File: config.mk
export PLATFORM = sky130hd
export DESIGN_NAME = fft_bfly_stage
export DESIGN_NICKNAME = d
export VERILOG_FILES = /design/src/rtl/fft_pkg.sv /design/src/rtl/fft_twiddle_rom.sv /design/src/rtl/fft_bfly_stage.sv
export SDC_FILE = /design/constraint.sdc
export NUM_CORES = 1
export LEC_CHECK = 0
export ABC_AREA = 1
export BUFFER_PORTS_ARGS = -buffer_cell sky130_fd_sc_hd__buf_2
export CAP_MARGIN = 40
export CORE_AREA = 2 2 175 160
export DETAILED_ROUTE_END_ITERATION = 6
export DIE_AREA = 0 0 177 162
export GPL_TIMING_DRIVEN = 0
export PLACE_DENSITY = 0.78
export SLEW_MARGIN = 20
export SYNTH_ARGS = -nofsm -noshare
export SYNTH_HDL_FRONTEND = slang
export SYNTH_SLANG_ARGS = --single-unit
File: constraint.sdc
create_clock -name clk -period 2 [get_ports clk]
set_input_delay 0.4 -clock clk [delete_from_list [all_inputs] [get_ports clk]]
set_output_delay 0.4 -clock clk [all_outputs]
set_load 0.02 [all_outputs]
File: src/rtl/fft_pkg.sv
// Shared widths, complex types and twiddle table for the 32-point radix-2 FFT.
package fft_pkg;

   localparam int N  = 32;
   localparam int DW = 16;
   localparam int TW = 16;
   localparam int TF = 14;
   localparam int OW = DW + TW + 2;

   typedef struct packed {
      logic signed [DW-1:0] re;
      logic signed [DW-1:0] im;
   } cplx_t;

   typedef struct packed {
      logic signed [OW-1:0] re;
      logic signed [OW-1:0] im;
   } cplx_out_t;

   typedef struct packed {
      logic signed [TW-1:0] re;
      logic signed [TW-1:0] im;
   } tw_t;

   // W_k = round(16384*cos(2*pi*k/N)) - j*round(16384*sin(2*pi*k/N)), S(2,14)
   function automatic tw_t twiddle(input logic [3:0] k);
      logic signed [TW-1:0] c;
      logic signed [TW-1:0] s;
      tw_t w;
      case (k)
         4'd0:    {c, s} = {16'sd16384, 16'sd0};
         4'd1:    {c, s} = {16'sd16069, 16'sd3196};
         4'd2:    {c, s} = {16'sd15137, 16'sd6270};
         4'd3:    {c, s} = {16'sd13623, 16'sd9102};
         4'd4:    {c, s} = {16'sd11585, 16'sd11585};
         4'd5:    {c, s} = {16'sd9102, 16'sd13623};
         4'd6:    {c, s} = {16'sd6270, 16'sd15137};
         4'd7:    {c, s} = {16'sd3196, 16'sd16069};
         4'd8:    {c, s} = {16'sd0, 16'sd16384};
         4'd9:    {c, s} = {-16'sd3196, 16'sd16069};
         4'd10:   {c, s} = {-16'sd6270, 16'sd15137};
         4'd11:   {c, s} = {-16'sd9102, 16'sd13623};
         4'd12:   {c, s} = {-16'sd11585, 16'sd11585};
         4'd13:   {c, s} = {-16'sd13623, 16'sd9102};
         4'd14:   {c, s} = {-16'sd15137, 16'sd6270};
         default: {c, s} = {-16'sd16069, 16'sd3196};
      endcase
      w.re = c;
      w.im = -s;
      return w;
   endfunction

endpackage

File: src/rtl/fft_twiddle_rom.sv
// 16-entry twiddle ROM with a registered read; holds its output while en is low.
module fft_twiddle_rom
   import fft_pkg::*;
(
   input  logic       clk,
   input  logic       rst_n,
   input  logic       en,
   input  logic [3:0] k,
   output tw_t        w
);

   always_ff @(posedge clk or negedge rst_n) begin
      if (!rst_n)  w <= '0;
      else if (en) w <= twiddle(k);
   end

endmodule

File: src/rtl/fft_bfly_stage.sv
// Four-stage pipelined radix-2 DIT butterfly: X = A + B*W, Y = A - B*W, full precision.
module fft_bfly_stage
   import fft_pkg::*;
#(
   parameter int STAGE = 0,
   parameter int I     = 4,
   parameter int F     = 12,
   parameter int TW    = 16
)(
   input  logic               clk,
   input  logic               rst_n,
   input  logic               in_valid,
   output logic               in_ready,
   input  logic               in_sof,
   input  logic [I+F-1:0]     a_re,
   input  logic [I+F-1:0]     a_im,
   input  logic [I+F-1:0]     b_re,
   input  logic [I+F-1:0]     b_im,
   output logic               out_valid,
   input  logic               out_ready,
   output logic               out_sof,
   output logic [I+F+TW+1:0]  x_re,
   output logic [I+F+TW+1:0]  x_im,
   output logic [I+F+TW+1:0]  y_re,
   output logic [I+F+TW+1:0]  y_im,
   output logic               align_err
);

   localparam int DW     = I + F;
   localparam int PW     = DW + TW;
   localparam int OW     = DW + TW + 2;
   localparam int CW     = $clog2(N / 2);
   localparam int STAGES = 4;
   localparam logic [CW-1:0] KMASK = CW'((1 << STAGE) - 1);
   localparam int KSH = CW - STAGE;

   logic                 en;
   logic [STAGES:1]      vld_pipe;
   logic [STAGES:1]      sof_pipe;
   logic [CW-1:0]        cnt, c_eff, k;
   tw_t                  w;
   logic signed [TW-1:0] wr, wi;

   logic signed [DW-1:0] a1_re, a1_im, b1_re, b1_im;
   logic signed [DW-1:0] a2_re, a2_im;
   logic signed [PW-1:0] p_rr, p_ii, p_ri, p_ir;
   logic signed [OW-1:0] a3_re, a3_im;
   logic signed [PW:0]   p_re, p_im;
   logic signed [OW-1:0] x_re_q, x_im_q, y_re_q, y_im_q;

   // The whole pipeline stalls as one unit whenever a held result is not taken.
   assign en       = !vld_pipe[STAGES] || out_ready;
   assign in_ready = en;

   assign c_eff = in_sof ? '0 : cnt;
   assign k     = (c_eff & KMASK) << KSH;

   always_ff @(posedge clk or negedge rst_n) begin
      if (!rst_n) begin
         cnt       <= '0;
         align_err <= 1'b0;
      end else if (in_valid && en) begin
         cnt <= in_sof ? CW'(1) : cnt + CW'(1);
         if (in_sof && cnt != '0) align_err <= 1'b1;
      end
   end

   fft_twiddle_rom u_rom (
      .clk   (clk),
      .rst_n (rst_n),
      .en    (en),
      .k     (k),
      .w     (w)
   );

   assign wr = TW'(w.re);
   assign wi = TW'(w.im);

   always_ff @(posedge clk or negedge rst_n) begin
      if (!rst_n) begin
         vld_pipe <= '0;
         sof_pipe <= '0;
         a1_re <= '0; a1_im <= '0; b1_re <= '0; b1_im <= '0;
         a2_re <= '0; a2_im <= '0;
         p_rr  <= '0; p_ii  <= '0; p_ri  <= '0; p_ir  <= '0;
         a3_re <= '0; a3_im <= '0; p_re  <= '0; p_im  <= '0;
         x_re_q <= '0; x_im_q <= '0; y_re_q <= '0; y_im_q <= '0;
      end else if (en) begin
         vld_pipe <= {vld_pipe[STAGES-1:1], in_valid};
         sof_pipe <= {sof_pipe[STAGES-1:1], in_valid && in_sof};
         // S1: operands (twiddle registered alongside in the ROM)
         a1_re <= a_re; a1_im <= a_im; b1_re <= b_re; b1_im <= b_im;
         // S2: partial products
         a2_re <= a1_re;
         a2_im <= a1_im;
         p_rr  <= PW'(b1_re) * PW'(wr);
         p_ii  <= PW'(b1_im) * PW'(wi);
         p_ri  <= PW'(b1_re) * PW'(wi);
         p_ir  <= PW'(b1_im) * PW'(wr);
         // S3: complex product, A brought onto the product's binary point
         p_re  <= (PW+1)'(p_rr) - (PW+1)'(p_ii);
         p_im  <= (PW+1)'(p_ri) + (PW+1)'(p_ir);
         a3_re <= OW'(a2_re) <<< TF;
         a3_im <= OW'(a2_im) <<< TF;
         // S4: butterfly sums
         x_re_q <= a3_re + OW'(p_re);
         x_im_q <= a3_im + OW'(p_im);
         y_re_q <= a3_re - OW'(p_re);
         y_im_q <= a3_im - OW'(p_im);
      end
   end

   assign out_valid = vld_pipe[STAGES];
   assign out_sof   = sof_pipe[STAGES];
   assign x_re      = x_re_q;
   assign x_im      = x_im_q;
   assign y_re      = y_re_q;
   assign y_im      = y_im_q;

endmodule

==> results.ini, run 1 <==
[min_path]
hold_path_end=b1_im[0]
hp-start=b_im[0]
hold_path.class=input pin to flip-flop
whs_path_depth=3

[die]
die-width_um=177
die_y_um=162
core-area_um2=26740
die_area_um2=28670
num_io_pins=209
rows=57
start_util=0.5830

[finish]
num-fill-cells=2162
utilization=0.7104
fin_area_um2=19000
drive_above_1_share=0.2294
area_growth_pct=21.86
fin_cells=2649
nets=2417

[timing]
report.final.slew_viol_count=0
worst_pin_slew_ns=0.6844
setup_viol=0
finalClockSkew_ns=0.04009
rsz0062_at_grt=yes
max-slew-margin-rel=0.5437
tns_ns=0
period_minus_slack_ns=1.998
holdWs_ns=0.008304
post-route-period-util=0.9991
setup_slack_ns=0.001710
hold_violations=0
fmax_ghz=0.5004

[synthesis]
synth-edff-count=0
synthTopCellsByCount=nand2_1, dfrtp_1, inv_1
synthArstFlopShare=1.000
synthCells=1982
synth_top_area_frac=0.4606
synth_seq_cells=287
synth_area_um2=15590
yosysTopAreaCell=dfrtp_1
ys.flop_type=dfrtp_1
ys_top_cells_by_area=dfrtp_1, nand2_1, ha_1, o21ai_0, inv_1
synth.yosys.warnings=0
ys_seq_area_frac=0.4606
synth.avg_cell_area_um2=7.866
yosysMostFrequentCell=nand2_1
synth_cell_types=45

[clock_tree]
clk_pin_slew_ns=0.06
clockRootBuffer=clkbuf_16
clk_latency_ns=0.59
clock-sinks=287
cts_tree=yes
cts_max_level=1
cts_inserted_buffers=30
clockBufferDepth=3

[placement]
gp_congestion=0.9323
portBuffers=152
hpwl_um=33000
placed_cells=2546
place_area_um2=17090
place_ws_ns=-0.1303

[worst_setup_path]
r2r_setup_slack_ns=0.002
cp_max_fo=7
cp.arrival_ns=2.44
timing.rr.end=y_re[33]
reg2reg_from=a3_re[18]
crit_type=flip-flop to flip-flop
reg2regPathDepth=13
required_ns=2.44
end_kind=flip-flop
cp-start-kind=flip-flop

[power]
ir_drop_v=0.0008460
p_leak_nw=10.05
powerDensity_nw_per_um2=2030
total_power_mw=38.57

[drt]
vias=13933
routed_wirelength_um=44260
dr.pass1.iters=7
ant_nets=0
remaining_drc_errors=1
via_per_inst=5.260
wl_per_cell_um=16.71
drt_iter0_drc=1311

[grt]
grt_pass1_wl_um=67840
grt_max_degree=89
antenna_found_initial=0
grt_pass1_vias=12605
overflow=0
grt_usage=0.3035

[run_status]
status=finished with violations
violations=design-rule violations

[run]
max_cap_viol_count=0

[repair_timing]
item | CTS | global route
pin swaps | 3 | 31
hold buffers | 4 | 0
resized for setup | 21 | 125
hold endpoints to repair | 79 | 0
setup endpoints to repair | 16 | 45
setup buffers | 4 | 41
[sequential cells by signal, summed over array words and instances, names as in the netlist, 19 cells and up]
| register | flops |
|---|---|
| y_im | 20 |
| x_im | 19 |
| y_re | 20 |
| p_re | 19 |
| x_re | 19 |
[layout by cell type (no fill, tap or decap), drive strengths merged]
cell / synthesis / final
clkinvlp: 0 / 3
ha: 74 / 74
o21ai: 195 / 195
o22ai: 2 / 2
nand4: 18 / 18
and2: 8 / 8
a31o: 1 / 1
nor2: 92 / 92
nor4: 3 / 3
nand2: 707 / 707
xor2: 24 / 24
a31oi: 7 / 7
dfrtp: 287 / 287
inv: 213 / 211
clkinv: 1 / 7
diode: 0 / 2
fa: 2 / 2
nor3: 9 / 9
xnor2: 3 / 3
conb: 1 / 56
dlygate4sd3: 0 / 4
nand3b: 2 / 2
a21oi: 58 / 58
o21bai: 10 / 10
o211ai: 1 / 1
clkbuf: 24 / 72
o31ai: 2 / 2
or2: 4 / 4
buf: 122 / 318
nand3: 111 / 111
a211oi: 1 / 1
bufinv: 0 / 1
[where the power goes]
| part | leakage, nW | total [mW] | switching (mW) | internal [mW] |
|---|---|---|---|---|
| clock | 0.487 | 5.55 | 2.33 | 3.22 |
| combinational | 6.10 | 22.9 | 14.9 | 8.00 |
| sequential | 3.46 | 10.1 | 1.68 | 8.47 |
| total | 10.0 | 38.6 | 18.9 | 19.7 |
[worst max-delay path, stage by stage (launching register included)]
cell and delay [ns]:
dfrtp_2 0.47, ha_4 0.29, buf_6 0.14, nand2_1 0.08
nand2_1 0.12, nand2_1 0.08, nand2_1 0.08, nand2_1 0.09
nand3_2 0.11, nand2_1 0.08, nand2_1 0.08, nand2_1 0.06
nand3_1 0.10, nand2_1 0.07
[worst max path at each step]
| stage | startpoint | to |
|---|---|---|
| floorplan | a3_im[14] | x_im[30] |
| global placement | rst_n | y_re[28] |
| detailed placement | a3_im[14] | x_im[32] |
| CTS | vld_pipe[4] | in_ready |
| global route | a3_re[18] | y_re[33] |
| finish | a3_re[18] | y_re[33] |
[per-layer routing]
| metal | share of wire | vias to the layer above | GRT usage |
|---|---|---|---|
| li1 | - | 6694 | - |
| met1 | 0.47 | 6596 | 0.4781 |
| met2 | 0.42 | 597 | 0.4356 |
| met3 | 0.093 | 46 | 0.05993 |
| met4 | 0.013 | 0 | 0.05785 |
| met5 | 0 | - | 0 |
[cell type report]
class | count | area (um^2) | area share
inverter | 214 | 820.8 | 0.04320
buffer | 145 | 993.5 | 0.05229
clock inverter | 8 | 100.1 | 0.005268
tap | 354 | 442.9 | 0.02331
antenna | 2 | 5.005 | 0.0002634
multi-input combinational | 1390 | 7321 | 0.3853
clock buffer | 45 | 897.1 | 0.04722
timing repair buffer | 204 | 1229 | 0.06467
sequential | 287 | 7191 | 0.3785
[cells by family (layout without fill, tap and decap cells)]
group                    count (synthesis)  in the layout  synth area share
adder cells (fa/ha/maj)                 76             76           0.06195
other                                    1             58         0.0002405
AO/OA/AOI/OAI                          277            277           0.09654
buffers and inverters                  360            616            0.1124
AND/OR/NAND/NOR                        954            954            0.2531
XOR/XNOR                                27             27           0.01517
flip-flops                             287            287            0.4606
(Power assumes the default switching activity.)
==> inputs of run 2 (changes only) <==
--- a/config.mk
+++ b/config.mk
@@ -12,7 +12,7 @@
 export DETAILED_ROUTE_END_ITERATION = 6
 export DIE_AREA = 0 0 177 162
 export GPL_TIMING_DRIVEN = 0
-export PLACE_DENSITY = 0.78
+export PLACE_DENSITY = 0.92
 export SLEW_MARGIN = 20
 export SYNTH_ARGS = -nofsm -noshare
 export SYNTH_HDL_FRONTEND = slang
==> results.ini, run 2 (synthesized netlist as in run 1, its figures left out) <==
[finish]
nets=2417  ; unchanged
drive_above_1_share=0.2379  ; was 0.2294
utilization=0.7145  ; was 0.7104
area_growth_pct=22.57  ; was 21.86%
final_cell_mix=nand2_1, dfrtp_1, inv_1  ; unchanged
final_common_cell=nand2_1  ; unchanged
fin_area_um2=19110  ; was 19000 um^2

[power]
p_leak_nw=10.10  ; was 10.05 nW
p_clk_frac=0.149  ; was 0.144
combinationalPowerShare=0.591  ; was 0.593
switching_power_mw=19.46  ; was 18.87 mW
p_int_mw=20.07  ; was 19.70 mW
p_sw_frac=0.4923  ; was 0.4892
pwr-share-seq=0.259  ; was 0.263
ir_drop_v=0.001011  ; was 0.0008460 V
powerDensity_nw_per_um2=2069  ; was 2030 nW/um^2

[placement]
place_ws_ns=-0.1629  ; was -0.1303 ns
place_area_um2=17090  ; unchanged
gp_congestion=0.9181  ; was 0.9323
portBuffers=152  ; unchanged
hpwl_um=33310  ; was 33000 um

[die]
die-width_um=177  ; unchanged
start_util=0.5830  ; unchanged
num_io_pins=209  ; unchanged
rows=57  ; unchanged
die_y_um=162  ; unchanged
die_area_um2=28670  ; unchanged
core-area_um2=26740  ; unchanged

[run_status]
status=finished with violations  ; unchanged
violations=negative setup slack  ; was design-rule violations

[clock_tree]
clk_latency_ns=0.60  ; was 0.59 ns
clockBufferDepth=3  ; unchanged
cts_max_level=1  ; unchanged
clk_pin_slew_ns=0.06  ; about the same
cts_inserted_buffers=30  ; unchanged
clock-sinks=287  ; unchanged
cts_tree=yes  ; unchanged
clockRootBuffer=clkbuf_16  ; unchanged

[grt]
grt_usage=0.3171  ; was 0.3035
antenna_found_initial=0  ; unchanged
overflow=0  ; unchanged
grt_pass1_wl_um=71530  ; was 67840 um
grt_max_degree=92  ; was 89
grt_pass1_vias=13588  ; was 12605

[min_path]
hold_path.class=input pin to flip-flop  ; unchanged

[timing]
period_minus_slack_ns=2.070  ; was 1.998 ns
hold_violations=0  ; unchanged
tns_ns=-0.08691  ; was 0 ns
report.final.slew_viol_count=0  ; unchanged
setup_viol=2  ; was 0
finalClockSkew_ns=0.05624  ; was 0.04009 ns
max-slew-margin-rel=0.5237  ; was 0.5437
rsz0062_at_grt=yes  ; unchanged
worst_pin_slew_ns=0.7145  ; was 0.6844 ns
fmax_ghz=0.4830  ; was 0.5004 GHz
post-route-period-util=1.035  ; was 0.9991
setup_slack_ns=-0.07024  ; was 0.001710 ns

[worst_setup_path]
end_kind=primary output  ; was flip-flop
cp_max_fo=8  ; was 7
required_ns=1.60  ; was 2.44 ns
cp.arrival_ns=1.67  ; was 2.44 ns
cp-start-kind=flip-flop  ; unchanged
crit_type=flip-flop to primary output  ; was flip-flop to flip-flop

[drt]
ant_nets=0  ; unchanged
wl_per_cell_um=17.96  ; was 16.71 um
routed_wirelength_um=47600  ; was 44260 um
via_per_inst=5.523  ; was 5.260
dr.pass1.iters=7  ; unchanged
drt_iter0_drc=1812  ; was 1311
vias=14636  ; was 13933
remaining_drc_errors=0  ; was 1

[run]
max_cap_viol_count=0  ; unchanged

==> run 2: cell count changes in the layout (fill, tap and decap cells not counted), moves of 3 or more <==
cell     previous run  this run
o21ai_2             3         6
buf_6              13        20
nand2_1           666       662
nor2_1             68        64
o21ai_1            20        13
o21ai_0           172       176
nor2_4             10        13
buf_4             119       114
a21oi_4             5         2
nand3_2            13        16
a21oi_2            17        21
nand2_2            40        44
==> run 2: worst paths after layout <==
| check | start | endpoint | slack [ns] | depth (start not counted) |
|---|---|---|---|---|
| max | vld_pipe[4] | in_ready | -0.07 | 5 |
| min | a_im[3] | a1_im[3] | 0.002 | 3 |
| max reg2reg | vld_pipe[4] | sof_pipe[3] | -0.02 | 8 |
| min reg2reg | vld_pipe[2] | vld_pipe[3] | 0.47 | 2 |
| max in group asynchronous | rst_n | a3_re[29] | 0.48 | 4 |
| min in group asynchronous | rst_n | a1_im[10] | 0.28 | 2 |
==> run 2: power groups by stage <==
| stage | Combinational (mW) | Clock (mW) | Sequential [mW] |
|---|---|---|---|
| detailed placement | 19.8 | 0 | 10.1 |
| global placement | 19.2 | 0 | 10.0 |
| finish | 23.4 | 5.90 | 10.3 |
| CTS | 20.3 | 5.88 | 10.1 |
| global route | 25.5 | 6.17 | 10.5 |
| floorplan | 13.1 | 0 | 10.7 |
==> run 2: final cells by class <==
type	instances	area (um^2)
fillers	1973	7635
diodes	1	2.502
multi-input cells	1390	7361
plain buffers	145	1010
flip-flops and latches	287	7189
clock buffers	42	875.8
inverters	214	813.3
repair buffers	204	1236
clock inverters	13	178.9
well taps	354	442.9
==> run 2: repair_timing <==
item / CTS / global route
buffers inserted: 5 / 40
gates cloned: 0 / 1
hold endpoints to repair: 44 / 0
hold buffers: 3 / 0
setup endpoints to repair: 18 / 51
gates resized for setup: 18 / 148
pin swaps: 3 / 33
==> run 2: per-stage QoR <==
stage	std cells	total power, mW	hold WS (ns)
6_report	2650	39.53	0.002255
5_1_grt	2649	42.14	0.01529
4_1_cts	2608	36.31	0.0003036
3_5_place_dp	2546	29.96	0.3194
3_3_place_gp	2543	29.18	0.4496
2_1_floorplan	2037	23.86	0.1044
==> run 2: worst max-delay path, stage by stage (launching register included) <==
cell      delay (ns)
dfrtp_1         0.35
inv_2           0.05
nor2_4          0.24
clkinv_4        0.16
buf_12          0.18
buf_8           0.12
==> run 2: per-layer routing <==
metal  wire (um)  share of wire  up-vias  GRT usage
met1       19480           0.41     6934     0.4603
met5           0              0        -          0
met3        5288           0.11      148    0.05712
met2       21050           0.44      866     0.4894
met4        1789          0.038        0    0.09128
li1            -              -     6688          -
